### config.mk
export PLATFORM = sky130hd
export DESIGN_NAME = lc3_regfile_wr_arbiter
export DESIGN_NICKNAME = d
export VERILOG_FILES = /design/src/rtl/lc3_regfile_wr_arbiter.sv
export SDC_FILE = /design/constraint.sdc
export NUM_CORES = 1
export LEC_CHECK = 0
export BUFFER_PORTS_ARGS = -buffer_cell sky130_fd_sc_hd__buf_2
export CAP_MARGIN = 20
export CORE_UTILIZATION = 35
export DETAILED_ROUTE_END_ITERATION = 16
export PLACE_DENSITY = 0.66
export RECOVER_POWER = 50
export SYNTH_ARGS = -nofsm -noshare
export SYNTH_HDL_FRONTEND = slang
export SYNTH_SLANG_ARGS = --single-unit
### constraint.sdc
create_clock -name clk -period 4.2 [get_ports clk]
set_clock_uncertainty 0.2 [all_clocks]
set_input_delay 0.42 -clock clk [delete_from_list [all_inputs] [get_ports clk]]
set_output_delay 0.42 -clock clk [all_outputs]
set_load 0.005 [all_outputs]
### src/rtl/lc3_regfile_wr_arbiter.sv
`timescale 1ns/1ps
// lc3_regfile_wr_arbiter
// Shares the single LC-3 register file write port among three requesters:
// datapath writeback (DP), interrupt/trap controller (IRQ) and debug (DBG).
// Fixed priority DP > IRQ > DBG. A starvation limiter bounds the number of
// back-to-back DP grants while others wait. IRQ can lock the port so that
// multi-register saves (R6 then R7) go out without interleaving.
//
// Ports:
//   clk, rst                     clock, synchronous active-high reset
//   dp_req/addr/data, dp_gnt     datapath writeback request, grant
//   irq_req/lock/addr/data,      interrupt controller request (lock keeps
//   irq_gnt                      ownership for the next IRQ write), grant
//   dbg_req/addr/data, dbg_gnt   debug port request, grant
//   LDREG, DR, wr_data           registered register-file write interface
//   locked                       arbiter is holding the port for IRQ
//   owner                        last granted requester (0 DP, 1 IRQ, 2 DBG)
module lc3_regfile_wr_arbiter #(
  parameter int DATA_W       = 16,
  parameter int ADDR_W       = 3,
  parameter int STARVE_LIMIT = 4
) (
  input  logic              clk,
  input  logic              rst,
  input  logic              dp_req,
  input  logic [ADDR_W-1:0] dp_addr,
  input  logic [DATA_W-1:0] dp_data,
  output logic              dp_gnt,
  input  logic              irq_req,
  input  logic              irq_lock,
  input  logic [ADDR_W-1:0] irq_addr,
  input  logic [DATA_W-1:0] irq_data,
  output logic              irq_gnt,
  input  logic              dbg_req,
  input  logic [ADDR_W-1:0] dbg_addr,
  input  logic [DATA_W-1:0] dbg_data,
  output logic              dbg_gnt,
  output logic              LDREG,
  output logic [ADDR_W-1:0] DR,
  output logic [DATA_W-1:0] wr_data,
  output logic              locked,
  output logic [1:0]        owner
);

  localparam int CNT_W = 4;
  localparam logic [CNT_W-1:0] LIMIT = CNT_W'(STARVE_LIMIT);

  typedef enum logic {
    ARB,
    LOCKED
  } state_t;

  state_t           state;
  state_t           state_nxt;
  logic [CNT_W-1:0] starve_cnt;
  logic [CNT_W-1:0] starve_cnt_nxt;
  logic             others_pending;
  logic             dp_masked;

  assign others_pending = irq_req | dbg_req;
  // DP steps aside for one cycle once it has won LIMIT times in a row
  // while someone else was waiting.
  assign dp_masked      = others_pending && (starve_cnt == LIMIT);
  assign locked         = (state == LOCKED);

  // Grant selection and next-state logic. Grants are purely combinational
  // so a requester sees its grant in the same cycle it asks. Reset blocks
  // every grant so nothing can be accepted and then lost by the reset.
  // The counter can never exceed LIMIT because DP is masked at LIMIT.
  always_comb begin
    dp_gnt         = 1'b0;
    irq_gnt        = 1'b0;
    dbg_gnt        = 1'b0;
    state_nxt      = state;
    starve_cnt_nxt = starve_cnt;
    if (!rst) begin
      case (state)
        ARB: begin
          if (dp_req && !dp_masked) begin
            dp_gnt         = 1'b1;
            starve_cnt_nxt = others_pending ? (starve_cnt + CNT_W'(1)) : '0;
          end else if (irq_req) begin
            irq_gnt        = 1'b1;
            starve_cnt_nxt = '0;
            if (irq_lock) begin
              state_nxt = LOCKED;
            end
          end else if (dbg_req) begin
            dbg_gnt        = 1'b1;
            starve_cnt_nxt = '0;
          end else begin
            starve_cnt_nxt = '0;
          end
        end
        LOCKED: begin
          // Only IRQ may write; dropping irq_req abandons the sequence.
          if (irq_req) begin
            irq_gnt = 1'b1;
            if (!irq_lock) begin
              state_nxt = ARB;
            end
          end else begin
            state_nxt = ARB;
          end
        end
        default: begin
          state_nxt = ARB;
        end
      endcase
    end
  end

  // State, starvation counter and the registered write port. Each grant
  // becomes exactly one LDREG pulse on the following edge; without a grant
  // DR and wr_data keep their last values so the bus stays quiet.
  always_ff @(posedge clk) begin
    if (rst) begin
      state      <= ARB;
      starve_cnt <= '0;
      LDREG      <= 1'b0;
      DR         <= '0;
      wr_data    <= '0;
      owner      <= 2'd0;
    end else begin
      state      <= state_nxt;
      starve_cnt <= starve_cnt_nxt;
      LDREG      <= dp_gnt | irq_gnt | dbg_gnt;
      if (dp_gnt) begin
        DR      <= dp_addr;
        wr_data <= dp_data;
        owner   <= 2'd0;
      end else if (irq_gnt) begin
        DR      <= irq_addr;
        wr_data <= irq_data;
        owner   <= 2'd1;
      end else if (dbg_gnt) begin
        DR      <= dbg_addr;
        wr_data <= dbg_data;
        owner   <= 2'd2;
      end
    end
  end

endmodule
== Yosys cells after proc, flatten, opt, wreduce, memory -nomap -nowiden ==
Cells that the tools add are included.

* Add/sub/neg operators: 1
* Eq/ne operators: 1
* Bitwise gates (word level): 4
* Muxes and demuxes: 26
* Reductions and logical operators: 7

{| class="wikitable"
|+ Operators with widths
! cell !! number
|-
| 2-to-1 mux 16 bit || 3
|-
| 2-to-1 mux 1 bit || 16
|-
| 2-to-1 mux 3 bit || 3
|-
| 2-to-1 mux 4 bit || 2
|-
| adder 4 x 1 -> 4 bit, second input constant || 1
|-
| equality test 4 x 3 -> 1 bit, second input constant || 1
|-
| one-hot mux 1 bit (2 select lines) || 2
|-
| OR 1 bit || 3
|-
| nonzero test 3 bit || 1
|-
| OR reduction 3 bit || 1
|-
| logical AND 1 bit || 2
|-
| nonzero test 2 bit || 1
|-
| OR reduction 2 bit || 1
|-
| zero test 1 bit || 1
|-
| NOT 1 bit || 1
|}

* Output and inout port bits: 26
* Flip-flop bits (word level): 27
* Logic and storage cells: 46

== Logic depth before layout (Yosys ltp) ==
* Depth in word-level cells: 10
* Depth in mapped cells: 7
* Gate-level depth less buffers: 5

== Least setup slack after synthesis ==
No wires, ideal clock.

* Path type: input-to-output
* Start: input rst
* End: output dbg_gnt
* Required time: 3.580 ns
* Arrival: 1.256 ns
* Stages: 5
* Buffers on the path: 2
* Slack: 2.324 ns
* Path through: clkbuf_1 nor2_1 clkbuf_1 nand2_1 a21oi_1

* Cells in the longest elaborated chain, start to end: 1

{| class="wikitable"
|+ Ends and longest elaborated chain
! what !! line !! RTL
|-
| start, declared || 24 || <nowiki>input logic rst,</nowiki>
|-
| 2-to-1 mux 1 bit || 76 || <nowiki>if (!rst) begin</nowiki>
|-
| end, declared || 37 || <nowiki>output logic dbg_gnt,</nowiki>
|}

Every way passes these cells.

== Worst setup path after layout ==
* Start: register starve_cnt[0]
* End: output irq_gnt

* Cells in the longest elaborated chain, start to end: 7

{| class="wikitable"
|+ Ends and longest elaborated chain
! what !! line !! RTL
|-
| start, declared || 55 || <nowiki>logic [CNT_W-1:0] starve_cnt;</nowiki>
|-
| start signal, assigned || 126 || <nowiki>starve_cnt <= starve_cnt_nxt;</nowiki>
|-
| equality test 4 x 3 -> 1 bit || 63 || <nowiki>assign dp_masked = others_pending && (starve_cnt == LIMIT);</nowiki>
|-
| logical AND 1 bit || 63 ||
|-
| zero test 1 bit || 79 || <nowiki>if (dp_req && !dp_masked) begin</nowiki>
|-
| logical AND 1 bit || 79 ||
|-
| 2-to-1 mux 1 bit || 79 ||
|-
| one-hot mux 1 bit (2 select lines) || 77 || <nowiki>case (state)</nowiki>
|-
| 2-to-1 mux 1 bit || 76 ||
|-
| end, declared || 33 || <nowiki>output logic irq_gnt,</nowiki>
|}

Every way passes these cells.

==> results.cfg <==
[clock_tree]
ctsRootBufferMaster = clkbuf_8
postCtsSetupBuffers = 0
cts_buffers = 3
cts_tree = built
clk_pin_slew_ns = 0.10
cts_hold_buf = 0
cts.repair.resized = 0
htree_levels = 1
clockBufferDepth = 2
clkLatencyLatePin_ns = 0.28
cts.sinks = 27

[timing]
finalHoldViolations = 0
fmax_ghz = 0.315
period_needed_ns = 3.17
tightestPinTransition_ns = 1.08
maxSlewHeadroom_pct = 27.6
slew_viol_final = 0
rsz0062_at_grt = false
timing.hold.ws_ns = 0.163
setup_viol = 0
period_share_pct = 75.5
fin_setup_tns_ns = 0

[synth]
synthFlopType = dfxtp_1
syn_avg_cell_area_um2 = 9.06
yosysMostFrequentCell = dfxtp_1
netlist_top_cells_area = dfxtp_1 35%, o2111ai_1 11%, a22oi_1 9.4%
synth_edf_count = 0
yosysTopAreaCell = dfxtp_1
synth_common_cells = 27 x dfxtp_1, 20 x nand3_1, 19 x a22oi_1, 19 x o2111ai_1, 18 x clkbuf_1
ys_warn_count = 0
syn_nets = 233
synth_seq_cells = 27
async_flop_share_pct = 0
synth_cells = 168
synth_cell_types = 32
synth_top_cell_area_share_pct = 35.5
synth_area_um2 = 1520
ys_seq_area_share_pct = 35.5

[power]
max-vdd-ir-drop_uv = 127
p_total_mw = 0.564
power_density_nw_per_um2 = 284
p_leak_nw = 0.856

[floorplanning]
pin_count = 89
core_um2 = 4090
start_util_pct = 37.3
dieHeight_um = 68.0
die_x_um = 68.0
rows = 23
die_area_um2 = 4620

[global_route]
first_global_vias = 1449
grt_overflow = 0
grt.total_usage_pct = 19.5
grt_pass1_wl_mm = 6.87
grt_max_degree = 28
antenna_found_initial = 0

[detailed_routing]
post-route-drc-count = 0
via_per_inst = 5.62
vias = 1647
routed_wl_mm = 4.51
drt_iter0_markers = 81
ant_nets = 0
drt-wirelength-per-cell_um = 15.4
drtPass1Iterations = 4

[placement]
routabilityCongestion = 0.746
io_buffers = 88
hpwlAfterDp_mm = 3.03

[min_path]
worstHoldPathType = in2reg

[critical_path]
cp_max_fo = 27
worstSetupPathType = reg2out
cp.required_ns = 3.58
regToRegSetupSlack_ns = 1.32
crit_path_end_kind = output pin
crit_path_start_kind = register
cp.arrival_ns = 2.55

[final_layout]
syn_to_final_growth_pct = 30.4
n_fill_cell = 422
nets = 309
drive_above_1_share_pct = 41.2
antenna_cells = 0

[status]
status = complete, no violations

[flow_run]
drv_cap = 0
## worst max-delay path: stages (launching register included)
cell and delay (ns):
dfxtp_1 0.36, inv_1 0.08, ha_1 0.15, nand3b_1 0.73
o21ai_0 0.65, and2_1 0.20, buf_2 0.11
## registers in the layout, indices dropped and copies added, names as in the netlist
register    cells
LDREG           1
locked          1
DR              3
wr_data        16
owner           2
starve_cnt      4
## placed cells by master, fill, tap and decap left out, drive strengths merged, types with 2 or more instances in the layout
cell type,netlist,final
o2111ai,19,19
buf,4,82
a22oi,19,19
nor2,3,3
a31oi,2,2
a21oi,5,5
clkbuf,18,14
o211ai,19,19
inv,5,5
ha,2,2
nand4,4,4
dfxtp,27,27
nand3,20,20
nor2b,3,3
nand2,4,4
## per-layer routing
metal	GRT usage, %	share of wire, %
met2	31.0	49
met5	0	0
met4	6.77	0.60
met3	2.67	5.0
met1	26.6	46
## power breakdown
part / total, mW / internal [mW] / switching, mW
combinational: 0.124 / 0.0578 / 0.0657
sequential: 0.284 / 0.274 / 0.00998
clock: 0.156 / 0.0675 / 0.0890
## logic make-up (layout without fill, tap and decap cells)
kind of cell / after synthesis / count (layout) / share of synthesized area [%]
fa+ha+maj: 2 / 2 / 1.64
buf+inv: 27 / 102 / 7.97
flops: 27 / 27 / 35.5
compound gates: 71 / 71 / 39.5
simple gates: 41 / 41 / 15.4
## area by class of cell
type | count | area, µm² | share of cell area (%)
clock buffer | 3 | 41.3 | 2.08
tap | 50 | 62.6 | 3.15
clock inverter | 1 | 7.51 | 0.378
multi-input combinational | 114 | 851 | 42.8
timing repair buffer | 93 | 464 | 23.4
inverter | 5 | 18.8 | 0.945
sequential | 27 | 541 | 27.2
## through the flow
step	utilization, %	instance area [µm²]	cells	setup slack, ns
2_1_floorplan	-	1520	168	2.32
4_1_cts	49.2	2010	293	1.65
3_5_place_dp	48.0	1960	289	1.68
5_1_grt	48.6	1990	293	0.881
3_3_place_gp	48.0	1960	289	1.74
6_report	48.6	1990	293	1.03
## path summary, 6_finish.rpt
path	start	endpoint	depth (start not counted)
worst min-delay path	irq_lock	locked	2
worst max-delay path	starve_cnt[0]	irq_gnt	6
worst max register to register	starve_cnt[0]	wr_data[12]	5
worst min register to register	wr_data[8]	wr_data[8]	2
(Power assumes the default switching activity.)
